**src/rtl/lsu_mem_bridge.sv**
```systemverilog
// Load/store bridge from the memory stage to a valid/ready data bus with byte strobes.
// Define LSU_MISALIGN_SPLIT_EN to allow misaligned accesses (split into two beats when crossing 8 bytes).
module lsu_mem_bridge #(
  parameter int ADDR_W = 64
) (
  input  logic              clk,
  input  logic              reset,
  input  logic              req_valid,
  output logic              req_ready,
  input  logic              req_we,
  input  logic [ADDR_W-1:0] req_addr,
  input  logic [63:0]       req_wdata,
  input  logic [1:0]        req_size,
  input  logic              req_unsigned,
  output logic              resp_valid,
  input  logic              resp_ready,
  output logic [63:0]       resp_rdata,
  output logic              resp_err,
  output logic              mem_req_valid,
  input  logic              mem_req_ready,
  output logic [ADDR_W-1:0] mem_addr,
  output logic              mem_we,
  output logic [63:0]       mem_wdata,
  output logic [7:0]        mem_wstrb,
  input  logic              mem_rvalid,
  input  logic [63:0]       mem_rdata
);

  typedef enum logic [2:0] {
    IDLE,
    REQ0,
    WAIT0,
`ifdef LSU_MISALIGN_SPLIT_EN
    REQ1,
    WAIT1,
`endif
    RESP
  } state_e;

  state_e            state_q;
  logic              we_q;
  logic [2:0]        off_q;
  logic [1:0]        size_q;
  logic              uns_q;
  logic              mem_req_valid_q;
  logic [ADDR_W-1:0] mem_addr_q;
  logic              mem_we_q;
  logic [63:0]       mem_wdata_q;
  logic [7:0]        mem_wstrb_q;
  logic              resp_valid_q;
  logic              resp_err_q;
  logic [63:0]       resp_rdata_q;

  logic [7:0]        bmask_d;
  logic [2:0]        off_d;
  logic              reject_d;
  logic [127:0]      ld_beats_d;
  logic [63:0]       ld_data_d;

`ifdef LSU_MISALIGN_SPLIT_EN
  logic [3:0]        nbytes_d;
  logic              cross_d;
  logic [15:0]       strb_d;
  logic [127:0]      wdata_d;
  logic              split_q;
  logic [7:0]        wstrb_hi_q;
  logic [63:0]       wdata_hi_q;
  logic [63:0]       beat0_q;
`else
  logic              mis_d;
  logic [7:0]        strb_d;
  logic [63:0]       wdata_d;
`endif

  // Right-align the addressed bytes, then sign/zero extend from the access size.
  function automatic logic [63:0] extend(input logic [127:0] beats, input logic [2:0] off,
                                         input logic [1:0] size, input logic uns);
    logic [63:0] x;
    x = 64'(beats >> {off, 3'b000});
    case (size)
      2'd0:    extend = uns ? {56'h0, x[7:0]}  : {{56{x[7]}}, x[7:0]};
      2'd1:    extend = uns ? {48'h0, x[15:0]} : {{48{x[15]}}, x[15:0]};
      2'd2:    extend = uns ? {32'h0, x[31:0]} : {{32{x[31]}}, x[31:0]};
      default: extend = x;
    endcase
  endfunction

  always_comb begin
    // NOTE: every always_comb output gets a default first so no path can infer a latch.
    bmask_d = 8'h00;
    case (req_size)
      2'd0:    bmask_d = 8'h01;
      2'd1:    bmask_d = 8'h03;
      2'd2:    bmask_d = 8'h0F;
      default: bmask_d = 8'hFF;
    endcase
    off_d = req_addr[2:0];
`ifdef LSU_MISALIGN_SPLIT_EN
    nbytes_d = 4'd1 << req_size;
    cross_d  = ({1'b0, off_d} + nbytes_d) > 4'd8;
    strb_d   = {8'h00, bmask_d} << off_d;
    wdata_d  = {64'h0, req_wdata} << {off_d, 3'b000};
    reject_d = 1'b0;
    ld_beats_d = (state_q == WAIT1) ? {mem_rdata, beat0_q} : {64'h0, mem_rdata};
`else
    case (req_size)
      2'd0:    mis_d = 1'b0;
      2'd1:    mis_d = req_addr[0];
      2'd2:    mis_d = |req_addr[1:0];
      default: mis_d = |req_addr[2:0];
    endcase
    strb_d   = bmask_d << off_d;
    wdata_d  = req_wdata << {off_d, 3'b000};
    reject_d = mis_d;
    ld_beats_d = {64'h0, mem_rdata};
`endif
    ld_data_d = extend(ld_beats_d, off_q, size_q, uns_q);
  end

  // NOTE: sequential state uses non-blocking assignments only, so every register sees pre-edge values.
  always_ff @(posedge clk or negedge reset) begin
    if (!reset) begin
      state_q         <= IDLE;
      we_q            <= 1'b0;
      off_q           <= 3'd0;
      size_q          <= 2'd0;
      uns_q           <= 1'b0;
      mem_req_valid_q <= 1'b0;
      mem_addr_q      <= '0;
      mem_we_q        <= 1'b0;
      mem_wdata_q     <= 64'h0;
      mem_wstrb_q     <= 8'h00;
      resp_valid_q    <= 1'b0;
      resp_err_q      <= 1'b0;
      resp_rdata_q    <= 64'h0;
`ifdef LSU_MISALIGN_SPLIT_EN
      split_q         <= 1'b0;
      wstrb_hi_q      <= 8'h00;
      wdata_hi_q      <= 64'h0;
      beat0_q         <= 64'h0;
`endif
    end else begin
      case (state_q)
        IDLE: if (req_valid) begin
          we_q   <= req_we;
          off_q  <= off_d;
          size_q <= req_size;
          uns_q  <= req_unsigned;
`ifdef LSU_MISALIGN_SPLIT_EN
          split_q    <= cross_d;
          wstrb_hi_q <= strb_d[15:8];
          wdata_hi_q <= wdata_d[127:64];
`endif
          if (reject_d) begin
            resp_valid_q <= 1'b1;
            resp_err_q   <= 1'b1;
            resp_rdata_q <= 64'h0;
            state_q      <= RESP;
          end else begin
            mem_req_valid_q <= 1'b1;
            mem_addr_q      <= {req_addr[ADDR_W-1:3], 3'b000};
            mem_we_q        <= req_we;
            mem_wstrb_q     <= strb_d[7:0];
            mem_wdata_q     <= wdata_d[63:0];
            state_q         <= REQ0;
          end
        end
        REQ0: if (mem_req_ready) begin
          mem_req_valid_q <= 1'b0;
          state_q         <= WAIT0;
        end
        WAIT0: if (mem_rvalid) begin
`ifdef LSU_MISALIGN_SPLIT_EN
          if (split_q) begin
            beat0_q         <= mem_rdata;
            mem_req_valid_q <= 1'b1;
            mem_addr_q      <= mem_addr_q + ADDR_W'(8);
            mem_wstrb_q     <= wstrb_hi_q;
            mem_wdata_q     <= wdata_hi_q;
            state_q         <= REQ1;
          end else begin
            resp_valid_q <= 1'b1;
            resp_err_q   <= 1'b0;
            resp_rdata_q <= we_q ? 64'h0 : ld_data_d;
            state_q      <= RESP;
          end
`else
          resp_valid_q <= 1'b1;
          resp_err_q   <= 1'b0;
          resp_rdata_q <= we_q ? 64'h0 : ld_data_d;
          state_q      <= RESP;
`endif
        end
`ifdef LSU_MISALIGN_SPLIT_EN
        REQ1: if (mem_req_ready) begin
          mem_req_valid_q <= 1'b0;
          state_q         <= WAIT1;
        end
        WAIT1: if (mem_rvalid) begin
          resp_valid_q <= 1'b1;
          resp_err_q   <= 1'b0;
          resp_rdata_q <= we_q ? 64'h0 : ld_data_d;
          state_q      <= RESP;
        end
`endif
        RESP: if (resp_ready) begin
          resp_valid_q <= 1'b0;
          resp_err_q   <= 1'b0;
          resp_rdata_q <= 64'h0;
          state_q      <= IDLE;
        end
        default: state_q <= IDLE;
      endcase
    end
  end

  assign req_ready     = (state_q == IDLE);
  assign resp_valid    = resp_valid_q;
  assign resp_err      = resp_err_q;
  assign resp_rdata    = resp_rdata_q;
  assign mem_req_valid = mem_req_valid_q;
  assign mem_addr      = mem_addr_q;
  assign mem_we        = mem_we_q;
  assign mem_wdata     = mem_wdata_q;
  assign mem_wstrb     = mem_wstrb_q;

endmodule
```
**config.mk**
```make
export PLATFORM = sky130hd
export DESIGN_NAME = lsu_mem_bridge
export DESIGN_NICKNAME = d
export VERILOG_FILES = /design/src/rtl/lsu_mem_bridge.sv
export SDC_FILE = /design/constraint.sdc
export NUM_CORES = 1
export LEC_CHECK = 0
export ABC_CLOCK_PERIOD_IN_PS = 3000
export BUFFER_PORTS_ARGS = -buffer_cell sky130_fd_sc_hd__buf_2
export CAP_MARGIN = 10
export CORE_MARGIN = 8
export CORE_UTILIZATION = 37
export DETAILED_ROUTE_END_ITERATION = 8
export PLACE_DENSITY = 0.61
export SLEW_MARGIN = 20
export SYNTH_ARGS = -nofsm -noshare
export SYNTH_HDL_FRONTEND = slang
export SYNTH_SLANG_ARGS = --single-unit
export TNS_END_PERCENT = 20
```
**constraint.sdc**
```tcl
create_clock -name clk -period 3 [get_ports clk]
set_input_delay 0.6 -clock clk [delete_from_list [all_inputs] [get_ports clk]]
set_output_delay 0.6 -clock clk [all_outputs]
set_load 0.02 [all_outputs]
```
==> run_results.csv, run 1 <==
group,metric,value,unit
place,dp.cells,1791,
power,powerDensity,1095,nW/um^2
drt,dr.pass1.iters,6,
grt,grt-ovfl-total,0,
power,power,16030,uW
clocking,cts.hold.buffers_added,0,
run_status,outcome,"completed",
clocking,ctsLongestPathBuffers,3,
power,p_int,8815,uW
power,p_sw,7216,uW
drt,viasPerCell,5.593,
place,hpwl,33110,microns
critical_path,max_stage_delay,670,ps
critical_path,crit_path_start_kind,"flip-flop",
drt,vias,10290,
power,p_clk_frac,0.183,
layout,areaGrowthSynthToFinish,27.22,%
power,combPwrFrac,0.505,
synthesis,synth_area,11510,sq um
power,p_seq_frac,0.312,
synthesis,ys_warn_count,0,
sta,fin_crit,2552,ps
critical_path,cp_data_arrival_time,2980,ps
layout,multi_input_area,5762,sq um
power,power.leakage,0.007146,uW
place,numPortBuffers,403,
floorplanning,die_y,192.3,microns
sta,slew_viol_final,0,
drt,drt_iter0_drc,733,
synthesis,synth.most_common_cell,"dfrtp_1",
drt,remaining_drc_errors,0,
floorplanning,dieArea,37000,sq um
clocking,cts.sinks,210,
layout,final_cells,1839,
power,switching_share,0.4501,
drt,wl,43230,microns
grt,grt_pass1_vias,10700,
critical_path,critical_path.endpoint_type,"flip-flop",
clocking,insertion_delay,520,ps
synthesis,ys_async_sr_fraction,1.000,
clocking,cts_root_buffer,"clkbuf_16",
synthesis,synth_area_leader_cell,"dfrtp_1",
grt,grt_pass1_wl,64290,microns
drt,ant_nets,0,
clocking,cts_tree,"built",
sta,fin_crit_sh,0.8505,
synthesis,synthTopCellsByArea,"dfrtp_1 (46%), mux2_2 (12%), mux4_2 (5.3%)",
synthesis,syn_inst,1064,
synthesis,synth_edf_count,0,
critical_path,worstSetupPathType,"reg -> reg",
synthesis,ys_types,58,
synthesis,seq_area_frac_synth,0.4567,
critical_path,critical_path_buf_inv_count,0,
grt,antenna_found_initial,6,
floorplanning,initial_utilization,0.3761,
critical_path,cp_max_fo,32,
floorplanning,rows,64,
clocking,htree_levels,1,
sta,tns,0,ps
synthesis,synth.top_cell.area_share,0.4567,
synthesis,ys.flop_type,"dfrtp_1",
place,gp_congestion,0.9341,
sta,hold_viol_final,0,
sta,max_slew.worst_pin.slew,803.6,ps
clocking,cts_made_buffers,25,
synthesis,synth_common_cells,"dfrtp_1 (210), nand2_1 (136), mux2_2 (119), o21ai_0 (71), clkbuf_1 (70)",
hold_path,hp-class,"in -> async",
layout,drive_gt1_frac,0.4521,
floorplanning,ios,407,
grt,grt_max_degree,96,
sta,setup_viol,0,
synthesis,ys_ff_latch,210,
layout,fillers,2925,
synthesis,syn_area_per_cell,10.81,sq um
sta,slew_headroom,0.4601,
sta,clock_skew,8.108,ps
critical_path,cp.required,3420,ps
job,maxCapViolCount,0,
floorplanning,die_w,192.3,microns
clocking,cts_resized,0,
layout,final_nets,1629,
clocking,postCtsSetupRepairBufs,0,
clocking,clk_pin_slew,60,ps
sta,max_freq,391.9,MHz
floorplanning,core,30590,sq um
sta,rsz0062_at_grt,"no",
critical_path,cpMaxStageDelayCell,"or4_4",
drt,routedWlPerCell,23.51,microns
layout,ff_latch_area,5256,sq um
power,max-vdd-ir-drop,0.6544,mV
critical_path,cp_top_family,"simple AND/OR/NAND/NOR gates",
grt,grt.total_usage,0.2235,
critical_path,crit_chain,"nand2b_2 > o22ai_4 > or4_4 > and4_4 > o31ai_2",
-- layout make-up --
class | count | area share
diodes | 3 | 0.0005129
clock buffers | 34 | 0.04573
clock inverters | 11 | 0.007607
inverters | 13 | 0.003334
multi-input cells | 743 | 0.3936
flip-flops and latches | 210 | 0.3591
well taps | 396 | 0.03385
repair buffers | 429 | 0.1563
-- logic make-up (layout without fill, tap and decap cells) --
logic type,after synthesis,after routing,share of synthesized area
buffers and inverters,113,487,0.04480
other,1,6,0.0003259
AND/OR/NAND/NOR,251,251,0.09722
flip-flops,210,210,0.4567
AO/OA/AOI/OAI,293,293,0.1862
multiplexers,191,191,0.2093
adder cells (fa/ha/maj),5,5,0.005437
-- metal layers --
metal  vias to the layer above  global-route usage  share of wire
met4                        10             0.07315          0.033
met3                        87             0.07156           0.10
li1                       4654                   -              -
met5                         -                   0         0.0015
met1                      5051              0.2627           0.38
met2                       484              0.3820           0.49
-- stage by stage --
stage	hold slack (ps)	cell area (sq um)	utilization	setup WS [ps]
2_1_floorplan	304.4	11510	-	732.1
3_3_place_gp	456.0	13840	0.4526	507.5
3_5_place_dp	465.2	13840	0.4526	417.0
4_1_cts	91.91	14620	0.4781	483.5
5_1_grt	127.1	14630	0.4784	296.8
6_report	83.57	14640	0.4785	448.5
-- worst paths after layout --
kind | from | to | slack (ps) | cells after the start
min in group clk | req_addr[41] | mem_addr[41]$_DFFE_PN0P_ | 310 | 2
max in group asynchronous | reset | mem_wdata[9]$_DFFE_PN0P_ | 2100 | 2
worst min-delay path | reset | resp_rdata[22]$_DFFE_PN0P_ | 80 | 1
worst max-delay path | off_q[2]$_DFFE_PN0P_ | resp_rdata[37]$_DFFE_PN0P_ | 450 | 5
worst max register to register | off_q[2]$_DFFE_PN0P_ | resp_rdata[37]$_DFFE_PN0P_ | 450 | 5
worst min register to register | resp_err$_DFFE_PN0P_ | resp_err$_DFFE_PN0P_ | 470 | 2
-- flip-flops by register name, indices dropped and copies added (netlist names) --
signal / count
off_q: 3
state_q: 2
mem_addr: 61
mem_we: 1
resp_err: 1
mem_wdata: 64
we_q: 1
size_q: 2
resp_valid: 1
mem_wstrb: 8
resp_rdata: 64
mem_req_valid: 1
uns_q: 1
-- power by group through the flow --
stage | clock network, uW | logic, uW | registers [uW]
final | 2940 | 8090 | 5000
after global routing | 3130 | 8680 | 5160
after CTS | 3030 | 8170 | 5000
after detailed placement | 0 | 8160 | 5010
after global placement | 0 | 8090 | 4990
after floorplan | 0 | 3960 | 6380
-- cells in the final DEF (no fill, tap or decap), types with 19 or more instances in the layout --
cell type / count
mux2i_1: 43
dfrtp_1: 209
a21oi_1: 43
mux2_2: 119
o21ai_0: 71
buf_4: 22
a22o_1: 33
nand2_1: 136
mux4_2: 27
nand3_1: 23
buf_2: 401
nor2_1: 36
o31ai_2: 19
a211oi_1: 21
clkbuf_16: 25
o31ai_1: 23
(Power assumes the default switching activity.)
==> inputs of run 2 (changes only) <==
--- a/config.mk
+++ b/config.mk
@@ -11,8 +11,9 @@
 export CORE_MARGIN = 8
 export CORE_UTILIZATION = 37
 export DETAILED_ROUTE_END_ITERATION = 8
-export PLACE_DENSITY = 0.61
-export SLEW_MARGIN = 20
+export GPL_ROUTABILITY_DRIVEN = 0
+export PLACE_DENSITY = 0.63
+export SLEW_MARGIN = 25
 export SYNTH_ARGS = -nofsm -noshare
 export SYNTH_HDL_FRONTEND = slang
 export SYNTH_SLANG_ARGS = --single-unit
==> run 2 against run 1 <==
Against the previous run: clock power up 22%; die area unchanged; clock skew up 15 ps; maximum frequency up 3.6%; global-route usage up 0.45 points; critical endpoint is now resp_rdata[44]$_DFFE_PN0P_; largest power group unchanged.
==> run_results.csv, run 2 (synthesis results as in run 1) <==
group,metric,value,unit
sta,slew_headroom,0.4614,
power,p_int,9379,uW
sta,max_slew.worst_pin.slew,801.8,ps
floorplanning,core,30590,sq um
drt,vias,10360,
sta,hold_ws,98.24,ps
sta,hold_viol_final,0,
clocking,cts_made_buffers,26,
clocking,cts_tree,"built",
sta,clock_skew,23.28,ps
layout,areaGrowthSynthToFinish,29.81,%
power,switching_share,0.4433,
critical_path,cp_max_fo,34,
hold_path,hp-class,"in -> async",
critical_path,cpMaxStageDelayCell,"a222oi_1",
critical_path,critical_path.endpoint_type,"flip-flop",
sta,slew_viol_final,0,
sta,fin_crit_sh,0.8210,
job,maxCapViolCount,0,
clocking,cts.sinks,210,
power,p_clk_frac,0.212,
critical_path,reg2reg_to,"resp_rdata[44]$_DFFE_PN0P_",
place,numPortBuffers,403,
power,p_sw,7467,uW
critical_path,crit_chain,"inv_1 > ha_1 > a222oi_1 > and4_1 > buf_4 > o21ai_0 > o21ai_0",
sta,fin_crit,2463,ps
drt,routedWlPerCell,23.58,microns
floorplanning,rows,64,
critical_path,crit_top_cell,"o21ai_0",
clocking,clk_pin_slew,60,ps
clocking,cts.hold.buffers_added,0,
critical_path,worstSetupPathType,"reg -> reg",
grt,grt_pass1_vias,10810,
grt,antenna_found_initial,10,
place,post_dp_cell_area,13930,sq um
critical_path,worstRegToRegCells,7,
clocking,postCtsSetupRepairBufs,0,
power,powerDensity,1128,nW/um^2
power,power,16850,uW
clocking,cts_root_buffer,"clkbuf_16",
sta,setup_viol,0,
place,hpwl,33200,microns
floorplanning,dieArea,37000,sq um
critical_path,cp.required,3430,ps
layout,mostFrequentLayoutCells,"buf_2 (401), dfrtp_1 (209), nand2_1 (136)",
critical_path,r2r_start,"state_q[0]$_DFFE_PN0P_",
critical_path,max_stage_delay,530,ps
critical_path,r2r_slack,540,ps
critical_path,cp_data_arrival_time,2890,ps
clocking,ctsLongestPathBuffers,3,
drt,drt_iter0_drc,822,
drt,dr.pass1.iters,7,
clocking,htree_levels,1,
power,combPwrFrac,0.490,
sta,rsz0062_at_grt,"no",
floorplanning,die_y,192.3,microns
layout,layout_commonest_cell,"buf_2",
layout,final_cells,1848,
layout,final_area,14940,sq um
drt,wl,43580,microns
power,max-vdd-ir-drop,0.6510,mV
power,power.leakage,0.007278,uW
floorplanning,ios,407,
drt,viasPerCell,5.604,
place,dp.cells,1797,
clocking,cts_resized,0,
drt,remaining_drc_errors,0,
critical_path,crit_path_start_kind,"flip-flop",
sta,max_freq,406.0,MHz
layout,drive_gt1_frac,0.4603,
layout,final_nets,1636,
drt,ant_nets,0,
clocking,insertion_delay,550,ps
floorplanning,die_w,192.3,microns
sta,tns,0,ps
grt,grt.total_usage,0.2280,
power,p_seq_frac,0.298,
floorplanning,initial_utilization,0.3761,
grt,grt_max_degree,89,
grt,grt-ovfl-total,0,
grt,grt_pass1_wl,65980,microns
run_status,outcome,"completed",
run 2: changes by cell type in the layout (fill, tap and decap cells not counted), sizes merged:
cell      delta
clkbuf       -1
buf          +6
clkinv       -3
clkinvlp     +4
bufinv       +4
inv          -1
run 2: how the worst max path moves through the flow:
| stage | end | depth (start not counted) | startpoint |
|---|---|---|---|
| 3_3_place_gp | resp_rdata[43]$_DFFE_PN0P_ | 6 | mem_rdata[23] |
| 5_1_grt | resp_rdata[44]$_DFFE_PN0P_ | 7 | state_q[0]$_DFFE_PN0P_ |
| 4_1_cts | resp_rdata[44]$_DFFE_PN0P_ | 7 | state_q[0]$_DFFE_PN0P_ |
| 6_report | resp_rdata[44]$_DFFE_PN0P_ | 7 | state_q[0]$_DFFE_PN0P_ |
| 3_5_place_dp | resp_rdata[44]$_DFFE_PN0P_ | 6 | mem_rdata[23] |
| 2_1_floorplan | mem_addr[10]$_DFFE_PN0P_ | 7 | req_size[0] |
run 2: power groups by stage:
stage | clock network [uW] | registers, uW | logic, uW
after detailed placement | 0 | 5030 | 8290
final | 3580 | 5020 | 8250
after global placement | 0 | 5020 | 8200
after global routing | 3760 | 5170 | 8850
after floorplan | 0 | 6380 | 3960
after CTS | 3660 | 5020 | 8300
run 2: area by class of cell:
cell class                      count  area, sq um
Fill cell                        2847        15650
Sequential cell                   210         5256
Timing Repair Buffer              435         2370
Multi-Input combinational cell    743         5761
Clock inverter                     15        260.3
Clock buffer                       33        737.0
Antenna cell                        3        7.507
Tap cell                          396        495.5
Inverter                           13        48.80
run 2: per-layer routing:
layer	wire length, microns	track usage
met1	16140	0.2671
met2	21090	0.3845
met3	4789	0.07680
met4	1496	0.08226
met5	77	0
run 2: per-stage QoR:
stage | setup WS, ps | utilization
2_1_floorplan | 732.1 | -
4_1_cts | 508.3 | 0.4879
3_3_place_gp | 581.2 | 0.4553
3_5_place_dp | 498.0 | 0.4553
5_1_grt | 299.3 | 0.4883
6_report | 537.1 | 0.4883
run 2: worst max-delay path: cells and delay by family, from the launching register on:
| kind | cells | cell delay [ps] |
|---|---|---|
| compound gates | 3 | 890 |
| flops | 1 | 400 |
| buf+inv | 2 | 460 |
| simple gates | 1 | 280 |
| fa+ha+maj | 1 | 340 |
==> inputs of run 3 (changes only) <==
--- a/config.mk
+++ b/config.mk
@@ -5,7 +5,7 @@
 export SDC_FILE = /design/constraint.sdc
 export NUM_CORES = 1
 export LEC_CHECK = 0
-export ABC_CLOCK_PERIOD_IN_PS = 3000
+export ABC_CLOCK_PERIOD_IN_PS = 2400
 export BUFFER_PORTS_ARGS = -buffer_cell sky130_fd_sc_hd__buf_2
 export CAP_MARGIN = 10
 export CORE_MARGIN = 8
==> constraint.sdc (replaced) <==
create_clock -name clk -period 2.4 [get_ports clk]
set_input_delay 0.48 -clock clk [delete_from_list [all_inputs] [get_ports clk]]
set_output_delay 0.48 -clock clk [all_outputs]
set_load 0.02 [all_outputs]
==> run 3 against run 2 <==
Against the previous run: combinational power up 27%; total power up 23%; flip-flop and latch count unchanged; clock power up 12%; register-to-register slack worse by 360 ps; global-route usage down 0.15 points; wire length up 0.32%; final area up 0.83%; hold slack better by 77 ps; critical path type unchanged; critical endpoint is now resp_rdata[63]$_DFFE_PN0P_; largest power group unchanged.
==> run_results.csv, run 3 (synthesis results as in run 1) <==
group,metric,value,unit
grt,grt_pass1_vias,10980,
sta,fin_crit_sh,0.9242,
clocking,clk_pin_slew,60,ps
floorplanning,initial_utilization,0.3761,
grt,antenna_found_initial,12,
sta,max_slew.worst_pin.slew,795.8,ps
hold_path,hp-class,"in -> reg",
drt,dr.pass1.iters,5,
drt,vias,10510,
sta,fin_crit,2218,ps
critical_path,cp.required,2840,ps
drt,ant_nets,0,
floorplanning,rows,64,
clocking,insertion_delay,530,ps
critical_path,cp_max_fo,32,
power,max-vdd-ir-drop,0.7946,mV
sta,tns,0,ps
sta,setup_viol,0,
layout,layout_commonest_cell,"buf_2",
drt,viasPerCell,5.616,
clocking,cts.hold.buffers_added,1,
floorplanning,core,30590,sq um
power,power.leakage,0.007366,uW
drt,wl,43720,microns
clocking,cts.sinks,210,
drt,routedWlPerCell,23.37,microns
floorplanning,dieArea,37000,sq um
grt,grt-ovfl-total,0,
layout,final_nets,1657,
place,hpwl,33440,microns
floorplanning,die_w,192.3,microns
grt,grt_pass1_wl,65440,microns
critical_path,worstSetupPathType,"reg -> reg",
layout,drive_gt1_frac,0.4663,
place,numPortBuffers,403,
clocking,cts_resized,0,
layout,areaGrowthSynthToFinish,30.88,%
floorplanning,ios,407,
clocking,cts_root_buffer,"clkbuf_16",
layout,fillers,2864,
sta,hold_viol_final,0,
grt,grt_max_degree,69,
clocking,ctsLongestPathBuffers,3,
sta,max_freq,450.8,MHz
critical_path,critical_path.endpoint_type,"flip-flop",
power,powerDensity,1379,nW/um^2
layout,final_area,15060,sq um
critical_path,crit_path_start_kind,"flip-flop",
layout,mostFrequentLayoutCells,"buf_2 (401), dfrtp_1 (209), nand2_1 (136)",
run_status,outcome,"completed",
job,maxCapViolCount,0,
sta,clock_skew,9.054,ps
sta,slew_viol_final,0,
sta,slew_headroom,0.4675,
sta,rsz0062_at_grt,"no",
drt,remaining_drc_errors,0,
grt,grt.total_usage,0.2265,
floorplanning,die_y,192.3,microns
clocking,cts_tree,"built",
clocking,cts_made_buffers,25,
drt,drt_iter0_drc,802,
place,post_dp_cell_area,14150,sq um
clocking,htree_levels,1,
critical_path,cp_data_arrival_time,2650,ps
clocking,postCtsSetupRepairBufs,0,
==> run 3: worst max-delay path: stages, from the launching register on <==
cell and delay, ps:
dfrtp_1 400, buf_4 180, nand2b_2 250, o22ai_4 120, or4_4 520, and4_4 340
o31ai_1 300
==> run 3: metrics by stage <==
step,setup slack (ps),cells,util,hold slack [ps],power [uW]
after CTS,173.6,1865,0.4918,148.7,20920
after global routing,38.09,1870,0.4922,153.0,21960
final,181.8,1871,0.4923,175.6,20770
after global placement,164.9,1818,0.4625,446.5,16680
after floorplan,252.1,1066,-,184.4,12920
after detailed placement,169.6,1818,0.4625,444.5,16830
==> run 3: per-layer routing <==
metal / share of wire / track usage
met3: 0.11 / 0.08222
met2: 0.48 / 0.3758
met5: 0.0019 / 0
met1: 0.37 / 0.2648
met4: 0.038 / 0.08637
==> run 3: cell type report <==
class	instances	area [sq um]	share of cell area
tap	396	495.5	0.03290
sequential	210	5256	0.3490
antenna	6	15.01	0.0009970
clock buffer	35	753.2	0.05002
clock inverter	11	135.1	0.008973
multi-input combinational	743	5756	0.3822
inverter	13	48.80	0.003240
timing repair buffer	457	2600	0.1726
==> run 3: power breakdown <==
| part | leakage [uW] | internal [uW] | switching [uW] |
|---|---|---|---|
| Sequential | 0.00270 | 5180 | 1080 |
| Clock | 0.000432 | 2420 | 1580 |
| Combinational | 0.00423 | 3910 | 6590 |
| Total | 0.00737 | 11500 | 9260 |
==> run 3: path summary, 6_finish.rpt <==
check | start | slack (ps) | depth (start not counted) | end
min in group asynchronous | reset | 460 | 2 | resp_rdata[44]$_DFFE_PN0P_
min reg2reg | resp_rdata[60]$_DFFE_PN0P_ | 480 | 2 | resp_rdata[60]$_DFFE_PN0P_
max reg2reg | off_q[1]$_DFFE_PN0P_ | 180 | 6 | resp_rdata[63]$_DFFE_PN0P_
max in group asynchronous | reset | 1290 | 3 | mem_addr[13]$_DFFE_PN0P_
max | off_q[1]$_DFFE_PN0P_ | 180 | 6 | resp_rdata[63]$_DFFE_PN0P_
min | req_addr[10] | 180 | 2 | mem_addr[10]$_DFFE_PN0P_
